**config.mk**
```make
export PLATFORM = sky130hd
export DESIGN_NAME = uart_tx_arbiter
export DESIGN_NICKNAME = d
export VERILOG_FILES = /design/src/rtl/uart_tx_arbiter.sv
export SDC_FILE = /design/constraint.sdc
export NUM_CORES = 1
export LEC_CHECK = 0
export ABC_AREA = 0
export CAP_MARGIN = 20
export CORE_ASPECT_RATIO = 1.25
export CORE_UTILIZATION = 36
export CTS_CLUSTER_SIZE = 14
export DETAILED_ROUTE_END_ITERATION = 6
export GPL_ROUTABILITY_DRIVEN = 0
export PLACE_DENSITY_LB_ADDON = 0.12
export SYNTH_ARGS = -nofsm -noshare
export SYNTH_HDL_FRONTEND = slang
export SYNTH_SLANG_ARGS = --single-unit
```
**constraint.sdc**
```tcl
create_clock -name Clk -period 1.75 [get_ports Clk]
set_input_delay 0.35 -clock Clk [delete_from_list [all_inputs] [get_ports Clk]]
set_output_delay 0.35 -clock Clk [all_outputs]
set_load 0.05 [all_outputs]
```
**src/rtl/uart_tx_arbiter.sv**
```systemverilog
`default_nettype none
// ============================================================================
// Module   : uart_tx_arbiter
// Brief    : Round-robin arbiter sharing one 5-byte UART frame TX among 4
//            requesters, with watchdog abort and inter-frame gap.
// Revision : 1.0 - initial release
// ============================================================================
module uart_tx_arbiter #(
    parameter int NREQ        = 4,
    parameter int GAP_CYC     = 16,
    parameter int TIMEOUT_CYC = 100000
) (
    input  logic                 Clk,
    input  logic                 Reset_n,
    input  logic [NREQ-1:0]      Req_Valid,
    input  logic [40*NREQ-1:0]   Req_Data,
    output logic [NREQ-1:0]      Req_Ack,
    output logic [NREQ-1:0]      Req_Done,
    output logic [39:0]          Data40,
    output logic                 Trans_Go,
    input  logic                 Trans_Done,
    output logic [1:0]           Grant_Id,
    output logic                 Busy,
    output logic                 Timeout
);

    localparam int c_WD_W  = (TIMEOUT_CYC > 2) ? $clog2(TIMEOUT_CYC) : 1;
    localparam int c_GAP_W = (GAP_CYC > 0) ? $clog2(GAP_CYC + 1) : 1;
    localparam logic [c_WD_W-1:0]  c_WD_LAST  = c_WD_W'(TIMEOUT_CYC - 1);
    localparam logic [c_GAP_W-1:0] c_GAP_LAST = (GAP_CYC > 0) ? c_GAP_W'(GAP_CYC - 1) : '0;

    localparam logic [1:0] c_ST_IDLE  = 2'd0;
    localparam logic [1:0] c_ST_START = 2'd1;
    localparam logic [1:0] c_ST_WAIT  = 2'd2;
    localparam logic [1:0] c_ST_GAP   = 2'd3;

    logic [1:0]         r_state,   w_state;
    logic [1:0]         r_rr_ptr,  w_rr_ptr;
    logic [c_WD_W-1:0]  r_wd,      w_wd;
    logic [c_GAP_W-1:0] r_gap,     w_gap;
    logic [39:0]        r_data40,  w_data40;
    logic [1:0]         r_grant,   w_grant;
    logic [NREQ-1:0]    r_ack,     w_ack;
    logic [NREQ-1:0]    r_done,    w_done;
    logic               r_go,      w_go;
    logic               r_busy,    w_busy;
    logic               r_timeout, w_timeout;

    logic               w_found;
    logic [1:0]         w_sel;
    logic [1:0]         w_cand;
    logic               w_exit;

    // Search starts one past the last owner so every requester gets its turn.
    always_comb begin
        w_found = 1'b0;
        w_sel   = r_rr_ptr;
        w_cand  = '0;
        for (int k = 1; k <= 4; k++) begin
            w_cand = r_rr_ptr + 2'(k);
            if (!w_found && Req_Valid[w_cand]) begin
                w_found = 1'b1;
                w_sel   = w_cand;
            end
        end
    end

    always_comb begin
        w_state   = r_state;
        w_rr_ptr  = r_rr_ptr;
        w_wd      = r_wd;
        w_gap     = r_gap;
        w_data40  = r_data40;
        w_grant   = r_grant;
        w_ack     = '0;
        w_done    = '0;
        w_go      = 1'b0;
        w_timeout = 1'b0;
        w_exit    = 1'b0;
        case (r_state)
            c_ST_IDLE: begin
                if (w_found) begin
                    w_data40     = Req_Data[40*w_sel +: 40];
                    w_grant      = w_sel;
                    w_ack[w_sel] = 1'b1;
                    w_state      = c_ST_START;
                end
            end
            c_ST_START: begin
                w_go    = 1'b1;
                w_wd    = '0;
                w_state = c_ST_WAIT;
            end
            c_ST_WAIT: begin
                // A completion on the expiry cycle still counts as success.
                if (Trans_Done) begin
                    w_done[r_grant] = 1'b1;
                    w_exit          = 1'b1;
                end else if (r_wd == c_WD_LAST) begin
                    w_timeout = 1'b1;
                    w_exit    = 1'b1;
                end else begin
                    w_wd = r_wd + c_WD_W'(1);
                end
                if (w_exit) begin
                    w_rr_ptr = r_grant;
                    w_gap    = '0;
                    w_state  = (GAP_CYC > 0) ? c_ST_GAP : c_ST_IDLE;
                end
            end
            default: begin
                if (r_gap == c_GAP_LAST) begin
                    w_state = c_ST_IDLE;
                end else begin
                    w_gap = r_gap + c_GAP_W'(1);
                end
            end
        endcase
        w_busy = (w_state != c_ST_IDLE);
    end

    always_ff @(posedge Clk or negedge Reset_n) begin
        if (!Reset_n) begin
            r_state   <= c_ST_IDLE;
            r_rr_ptr  <= 2'd3;
            r_wd      <= '0;
            r_gap     <= '0;
            r_data40  <= '0;
            r_grant   <= '0;
            r_ack     <= '0;
            r_done    <= '0;
            r_go      <= 1'b0;
            r_busy    <= 1'b0;
            r_timeout <= 1'b0;
        end else begin
            r_state   <= w_state;
            r_rr_ptr  <= w_rr_ptr;
            r_wd      <= w_wd;
            r_gap     <= w_gap;
            r_data40  <= w_data40;
            r_grant   <= w_grant;
            r_ack     <= w_ack;
            r_done    <= w_done;
            r_go      <= w_go;
            r_busy    <= w_busy;
            r_timeout <= w_timeout;
        end
    end

    assign Req_Ack  = r_ack;
    assign Req_Done = r_done;
    assign Data40   = r_data40;
    assign Trans_Go = r_go;
    assign Grant_Id = r_grant;
    assign Busy     = r_busy;
    assign Timeout  = r_timeout;

endmodule
`default_nettype wire

```
==> results of run 1 <==
==> flip-flops by register name, indices dropped and copies added, names as in the netlist, 2 cells and up <==
signal,cells
Grant_Id,2
Req_Done,4
r_gap,5
r_state,2
Req_Ack,4
r_wd,17
Data40,40
r_rr_ptr,2
==> power groups by stage <==
stage          Sequential [mW]  Clock (mW)  Combinational [mW]
3_3_place_gp              2.96           0                7.60
4_1_cts                   2.96        1.98                8.03
5_1_grt                   3.05        2.04                8.93
2_1_floorplan             4.78           0                2.97
3_5_place_dp              2.96           0                7.74
6_report                  2.97        1.94                8.42
==> layout by cell type, fill, tap and decap left out, types with 3 or more instances in the layout <==
| cell type | Yosys | layout |
|---|---|---|
| o2bb2ai_1 | 3 | 3 |
| buf_12 | 0 | 10 |
| buf_4 | 1 | 117 |
| nand3_1 | 13 | 12 |
| and3_1 | 4 | 3 |
| o21ai_0 | 8 | 7 |
| nor3_1 | 9 | 5 |
| ha_1 | 7 | 3 |
| nor2b_1 | 5 | 4 |
| o221ai_1 | 40 | 40 |
| nand4_1 | 3 | 3 |
| buf_6 | 5 | 6 |
| xor2_1 | 3 | 3 |
| clkbuf_16 | 0 | 12 |
| o31ai_1 | 3 | 3 |
| dfrtp_1 | 77 | 76 |
| nand2_1 | 71 | 68 |
| nor2_1 | 12 | 11 |
| nor3_4 | 0 | 3 |
| a21oi_2 | 0 | 4 |
| a21oi_1 | 9 | 4 |
| clkdlybuf4s50_1 | 0 | 163 |
| inv_1 | 10 | 9 |
| nand2_2 | 0 | 3 |
| mux2i_1 | 87 | 85 |
==> stage by stage <==
step / instance area [um2] / instances / TNS (ps)
floorplan: 4470 / 429 / -81.2
global placement: 7260 / 856 / -17340
detailed placement: 7260 / 856 / -20480
CTS: 7720 / 880 / -574
global route: 7960 / 887 / -3740
finish: 7960 / 887 / -1450
==> cells by family after synthesis <==
group                    after synthesis  share of synthesized area (%)
AO/OA/AOI/OAI                         80                           14.4
AND/OR/NAND/NOR                      135                           14.2
multiplexers                          88                           19.9
adder cells (fa/ha/maj)                7                           1.97
buffers and inverters                 35                           4.03
XOR/XNOR                               5                          0.986
flip-flops                            79                           44.6
==> cell usage after synthesis (2+ instances only) <==
cell type / n
o21ai_0: 8
dfrtp_1: 77
buf_6: 5
o221ai_1: 40
and2_1: 2
and3_1: 4
buf_2: 5
inv_1: 10
nor4b_1: 2
o22ai_1: 2
o31ai_1: 3
a22oi_1: 2
nor2b_1: 5
o2bb2ai_1: 3
xor2_1: 3
or3_1: 3
nand2b_1: 4
xnor2_1: 2
ha_1: 7
mux2i_1: 87
nand2_1: 71
clkbuf_1: 14
dfstp_2: 2
nand3_1: 13
nor2_1: 12
nor3_1: 9
a21oi_1: 9
nand4_1: 3
==> metal layers <==
metal	GRT usage, %	vias to the layer above	share of wire, %
met2	42.3	159	53
li1	-	2177	-
met1	25.5	2182	39
met3	5.16	33	5.3
met5	0	-	0
met4	10.8	0	2.8
==> how the worst max path moves through the flow <==
stage / slack (ps) / from / end / depth (start not counted)
after detailed placement: -440 / Req_Valid[3] / Data40[24] / 7
after floorplan: -40 / r_state[1] / r_wd[10] / 8
final: -80 / r_state[0] / r_wd[12] / 6
after global routing: -140 / r_rr_ptr[1] / Data40[31] / 7
after CTS: -70 / r_state[0] / r_wd[12] / 6
after global placement: -390 / Req_Valid[3] / Data40[30] / 7
==> worst register-to-register path: stages, from the launching register on <==
cell      delay [ps]
dfrtp_1          400
inv_2             90
ha_4             180
nand2b_4          70
or4_4            560
or3_4            350
a21oi_2          110
==> timing repair <==
action                                  in CTS  in global routing
endpoints found under the hold margin       23                  0
hold buffers                                 1                  0
endpoints found under the setup margin      63                 65
setup buffers                                6                  5
cloned                                       1                  3
pin swaps                                    4                 10
resized for setup                           22                 29
==> area by class of cell <==
class / instances / share of cell area, %
Timing Repair Buffer: 303 / 36.5
Multi-Input combinational cell: 315 / 31.6
Sequential cell: 79 / 24.9
Clock buffer: 11 / 3.18
Tap cell: 164 / 2.58
Clock inverter: 5 / 0.707
Inverter: 10 / 0.472
==> results.toml, run 1 <==
[sta]
fin_crit_ps = 1830
drv_slew = 0
final.period_utilization_pct = 104
tightest_slew_ps = 413
finalHoldViolations = 0
fin_ws_ps = -78.0
hold_slack_ps = 476
clock.fmax_mhz = 547
clock_skew_ps = 5.04
grt_setup_unrepaired = "true"
setup_viol = 44
maxSlewHeadroom_pct = 72.4

[route]
drtAntennaViolNets = 0
vias = 4551
first_pass_iters = 4
drc = 0
vias_per_cell = 5.13
wl_per_cell_um = 17.2
finalWirelength_mm = 15.3
drt_iter0_drc = 135

[yosys]
syn_nets = 603
yosysWarnings = 0
yosysTopAreaCell = "dfrtp_1"
synthCells = 429
synth_seq_cells = 79
avgSynthCellArea_um2 = 10.4
syn_area_um2 = 4440
async_flop_share_pct = 100
synth-edff-count = 0
synth_area_leaders = "dfrtp_1 43%, mux2i_1 20%, o221ai_1 7.9%"
synth_cell_types = 50
synth_top_area_share_pct = 43.4
ys.flop_type = "dfrtp_1"
synth-seq-area-share_pct = 44.6

[clock_tree]
clock-sinks = 79
cts_tree = "yes"
htreeDepth = 3
root_buffer = "clkbuf_16"
clock_path_buffers = 2
numCtsBuffers = 9
clk_latency_ps = 330
clk_pin_slew_ps = 60

[power]
switchingPower_mw = 5.96
power_density_nw_per_um2 = 1670
swShare_pct = 44.7
p_int_mw = 7.37
fin_total_pwr_mw = 13.3
ir_worst_vdd_v = 0.000864
combinationalPowerShare_pct = 63.2
pwr-share-seq_pct = 22.3
clockPowerShare_pct = 14.5
p_leak_nw = 3.66

[floorplan]
die_w_um = 101
io_pins = 220
start_util_pct = 36.7
rows = 45
die_area_um2 = 12800
core_area_um2 = 12100
die_h_um = 126

[critical_path]
worstSetupEndpointType = "register"
cp_cell_sequence = "inv_2, ha_4, nand2b_4, or4_4, or3_4, a21oi_2"
worstReg2RegStart = "r_state[0]"
reg2regPathDepth = 6
crit_required_ps = 2010
critPathTopFamily = "simple AND/OR/NAND/NOR gates"
rr_endpoint = "r_wd[12]"
r2r_slack_ps = -80
criticalPathCategory = "reg2reg"
slowest_delay_ps = 560
startpoint_type = "register"
arrival_ps = 2090
cp_slowest_cell = "or4_4"
cp.buffers_inverters = 1
cp_max_fo = 5

[grt]
grt_pass1_wl_mm = 23.0
overflow = 0
grt_pass1_vias = 4827
grt_max_degree = 42
grt_antenna_before_repair = 0
grt.total_usage_pct = 23.3

[run]
maxCapViolCount = 0

[placement]
dp_hpwl_mm = 11.1
pre_cts_ws_ps = -436
portBuffers = 219

[layout]
num-fill-cells = 961
drive_above_1_share_pct = 27.2
regArea_um2 = 1980
multi_input_area_um2 = 2520
antenna_cells = 0
postLayoutCoreUtil_pct = 65.7
fin_nets = 892
syn_to_final_growth_pct = 79.2

[outcome]
status = "finished, violations left"
failed_checks = "negative setup slack"

[hold_path]
hp-class = "in2async"
Note: power is estimated with default switching activity, not from simulation.
==> inputs of run 2 (changes only) <==
--- a/config.mk
+++ b/config.mk
@@ -6,9 +6,10 @@
 export NUM_CORES = 1
 export LEC_CHECK = 0
 export ABC_AREA = 0
+export ABC_CLOCK_PERIOD_IN_PS = 1750
 export CAP_MARGIN = 20
 export CORE_ASPECT_RATIO = 1.25
-export CORE_UTILIZATION = 36
+export CORE_UTILIZATION = 37
 export CTS_CLUSTER_SIZE = 14
 export DETAILED_ROUTE_END_ITERATION = 6
 export GPL_ROUTABILITY_DRIVEN = 0
==> results.toml, run 2 (synthesis results as in run 1) <==
[layout]
fin_nets = 891
multi_input_area_um2 = 2560
syn_to_final_growth_pct = 82.5
design_area_um2 = 8110
final_common_cell = "clkdlybuf4s50_1"
regArea_um2 = 1980
num-fill-cells = 900
postLayoutCoreUtil_pct = 69.4
final_cell_mix = "163 x clkdlybuf4s50_1, 112 x buf_4, 83 x mux2i_1"
stdcell_count = 883
drive_above_1_share_pct = 27.9
largest_reg_flops = 40

[route]
drc = 0
vias = 4610
first_pass_iters = 4
finalWirelength_mm = 15.7
drt_iter0_drc = 169
wl_per_cell_um = 17.8
vias_per_cell = 5.22
drtAntennaViolNets = 0

[floorplan]
die_h_um = 124
core_area_um2 = 11700
start_util_pct = 38.0
rows = 44
io_pins = 220
die_area_um2 = 12400
die_w_um = 100

[clock_tree]
numCtsBuffers = 9
clk_pin_slew_ps = 60
htreeDepth = 3
clock-sinks = 79
cts_tree = "yes"
clk_latency_ps = 340
root_buffer = "clkbuf_16"
clock_path_buffers = 2

[sta]
fin_ws_ps = -42.4
fin_crit_ps = 1790
drv_slew = 0
clock.fmax_mhz = 558
grt_setup_unrepaired = "true"
maxSlewHeadroom_pct = 69.3
finalHoldViolations = 0
clock_skew_ps = 6.64
final.period_utilization_pct = 102
setup_viol = 31
tightest_slew_ps = 460

[critical_path]
worstSetupEndpointType = "register"
cp_slowest_cell = "dfstp_2"
arrival_ps = 1990
startpoint_type = "register"
cp_max_fo = 16
crit_required_ps = 1950
slowest_delay_ps = 570
cp_cell_sequence = "mux2i_2, o221ai_4, buf_12, buf_16, mux2i_1, o221ai_1"
criticalPathCategory = "reg2reg"

[placement]
place_area_um2 = 7210
portBuffers = 219
dp_hpwl_mm = 11.3
post-place-cells = 847

[hold_path]
hp-class = "reg2reg"

[grt]
grt_max_degree = 31
grt.total_usage_pct = 25.5
grt_pass1_vias = 4966
grt_pass1_wl_mm = 24.5
overflow = 0
grt_antenna_before_repair = 0

[power]
p_leak_nw = 3.68
ir_worst_vdd_v = 0.000942
power_density_nw_per_um2 = 1720

[outcome]
status = "finished, violations left"
failed_checks = "negative setup slack"

[run]
maxCapViolCount = 0
-- run 2: changes by cell type in the layout (fill, tap and decap cells not counted), moves of 3 or more --
cell	before	now
o221ai_2	0	3
buf_4	117	112
nor3_2	2	5
a21oi_1	4	7
buf_16	1	5
o221ai_1	40	37
-- run 2: through the flow --
stage	power, mW	setup slack [ps]	hold WS, ps	TNS (ps)
final	13.9	-42.4	494	-604
after detailed placement	10.6	-478	336	-21510
after floorplan	7.75	-41.4	54.4	-81.2
after global routing	14.7	-120	520	-4050
after global placement	10.5	-428	337	-18050
after CTS	13.5	-40.8	495	-361
-- run 2: worst max-delay path, delay by kind of cell (launching register included) --
kind	cells	cell delay, ps
compound gates	2	290
flops	1	570
buf+inv	2	350
mux	2	450
-- run 2: area by class of cell --
type                       count  area share [%]
tap                          161            2.49
clock buffer                  12            3.16
timing repair buffer         302            36.7
clock inverter                 3            1.11
multi-input combinational    315            31.6
sequential                    79            24.4
inverter                      10           0.463
antenna                        1          0.0309
-- run 2: power breakdown --
part           switching, mW  internal, mW
combinational           4.87          3.90
sequential             0.437          2.54
clock                  0.741          1.46
-- run 2: metal layers --
metal  global-route usage (%)  share of wire (%)
met1                     27.0                 37
met4                     10.6                2.6
met5                        0                  0
met3                     6.96                5.7
met2                     46.7                 54
-- run 2: path summary, 6_finish.rpt --
| check | slack (ps) | endpoint | start | cells past startpoint |
|---|---|---|---|---|
| max | -40 | Data40[25] | r_rr_ptr[1] | 6 |
| min | 490 | Data40[38] | Data40[38] | 2 |
| max reg2reg | -40 | Data40[25] | r_rr_ptr[1] | 6 |
| min reg2reg | 490 | Data40[38] | Data40[38] | 2 |
| max in group asynchronous | 750 | Data40[32] | Reset_n | 3 |
| min in group asynchronous | 510 | r_wd[2] | Reset_n | 2 |
-- run 2: timing repair --
item                                    CTS  global route
cloned                                    4             3
endpoints found under the setup margin   55            64
hold buffers                              1             0
pin swaps                                 7            19
resized for setup                        27            38
setup buffers                             5             8
hold endpoints to repair                 26             0
==> inputs of run 3 (changes only) <==
--- a/config.mk
+++ b/config.mk
@@ -7,7 +7,6 @@
 export LEC_CHECK = 0
 export ABC_AREA = 0
 export ABC_CLOCK_PERIOD_IN_PS = 1750
-export CAP_MARGIN = 20
 export CORE_ASPECT_RATIO = 1.25
 export CORE_UTILIZATION = 37
 export CTS_CLUSTER_SIZE = 14
==> results of run 3 <==
No change in the layout: final DEF, timing and power equal those of run 2.
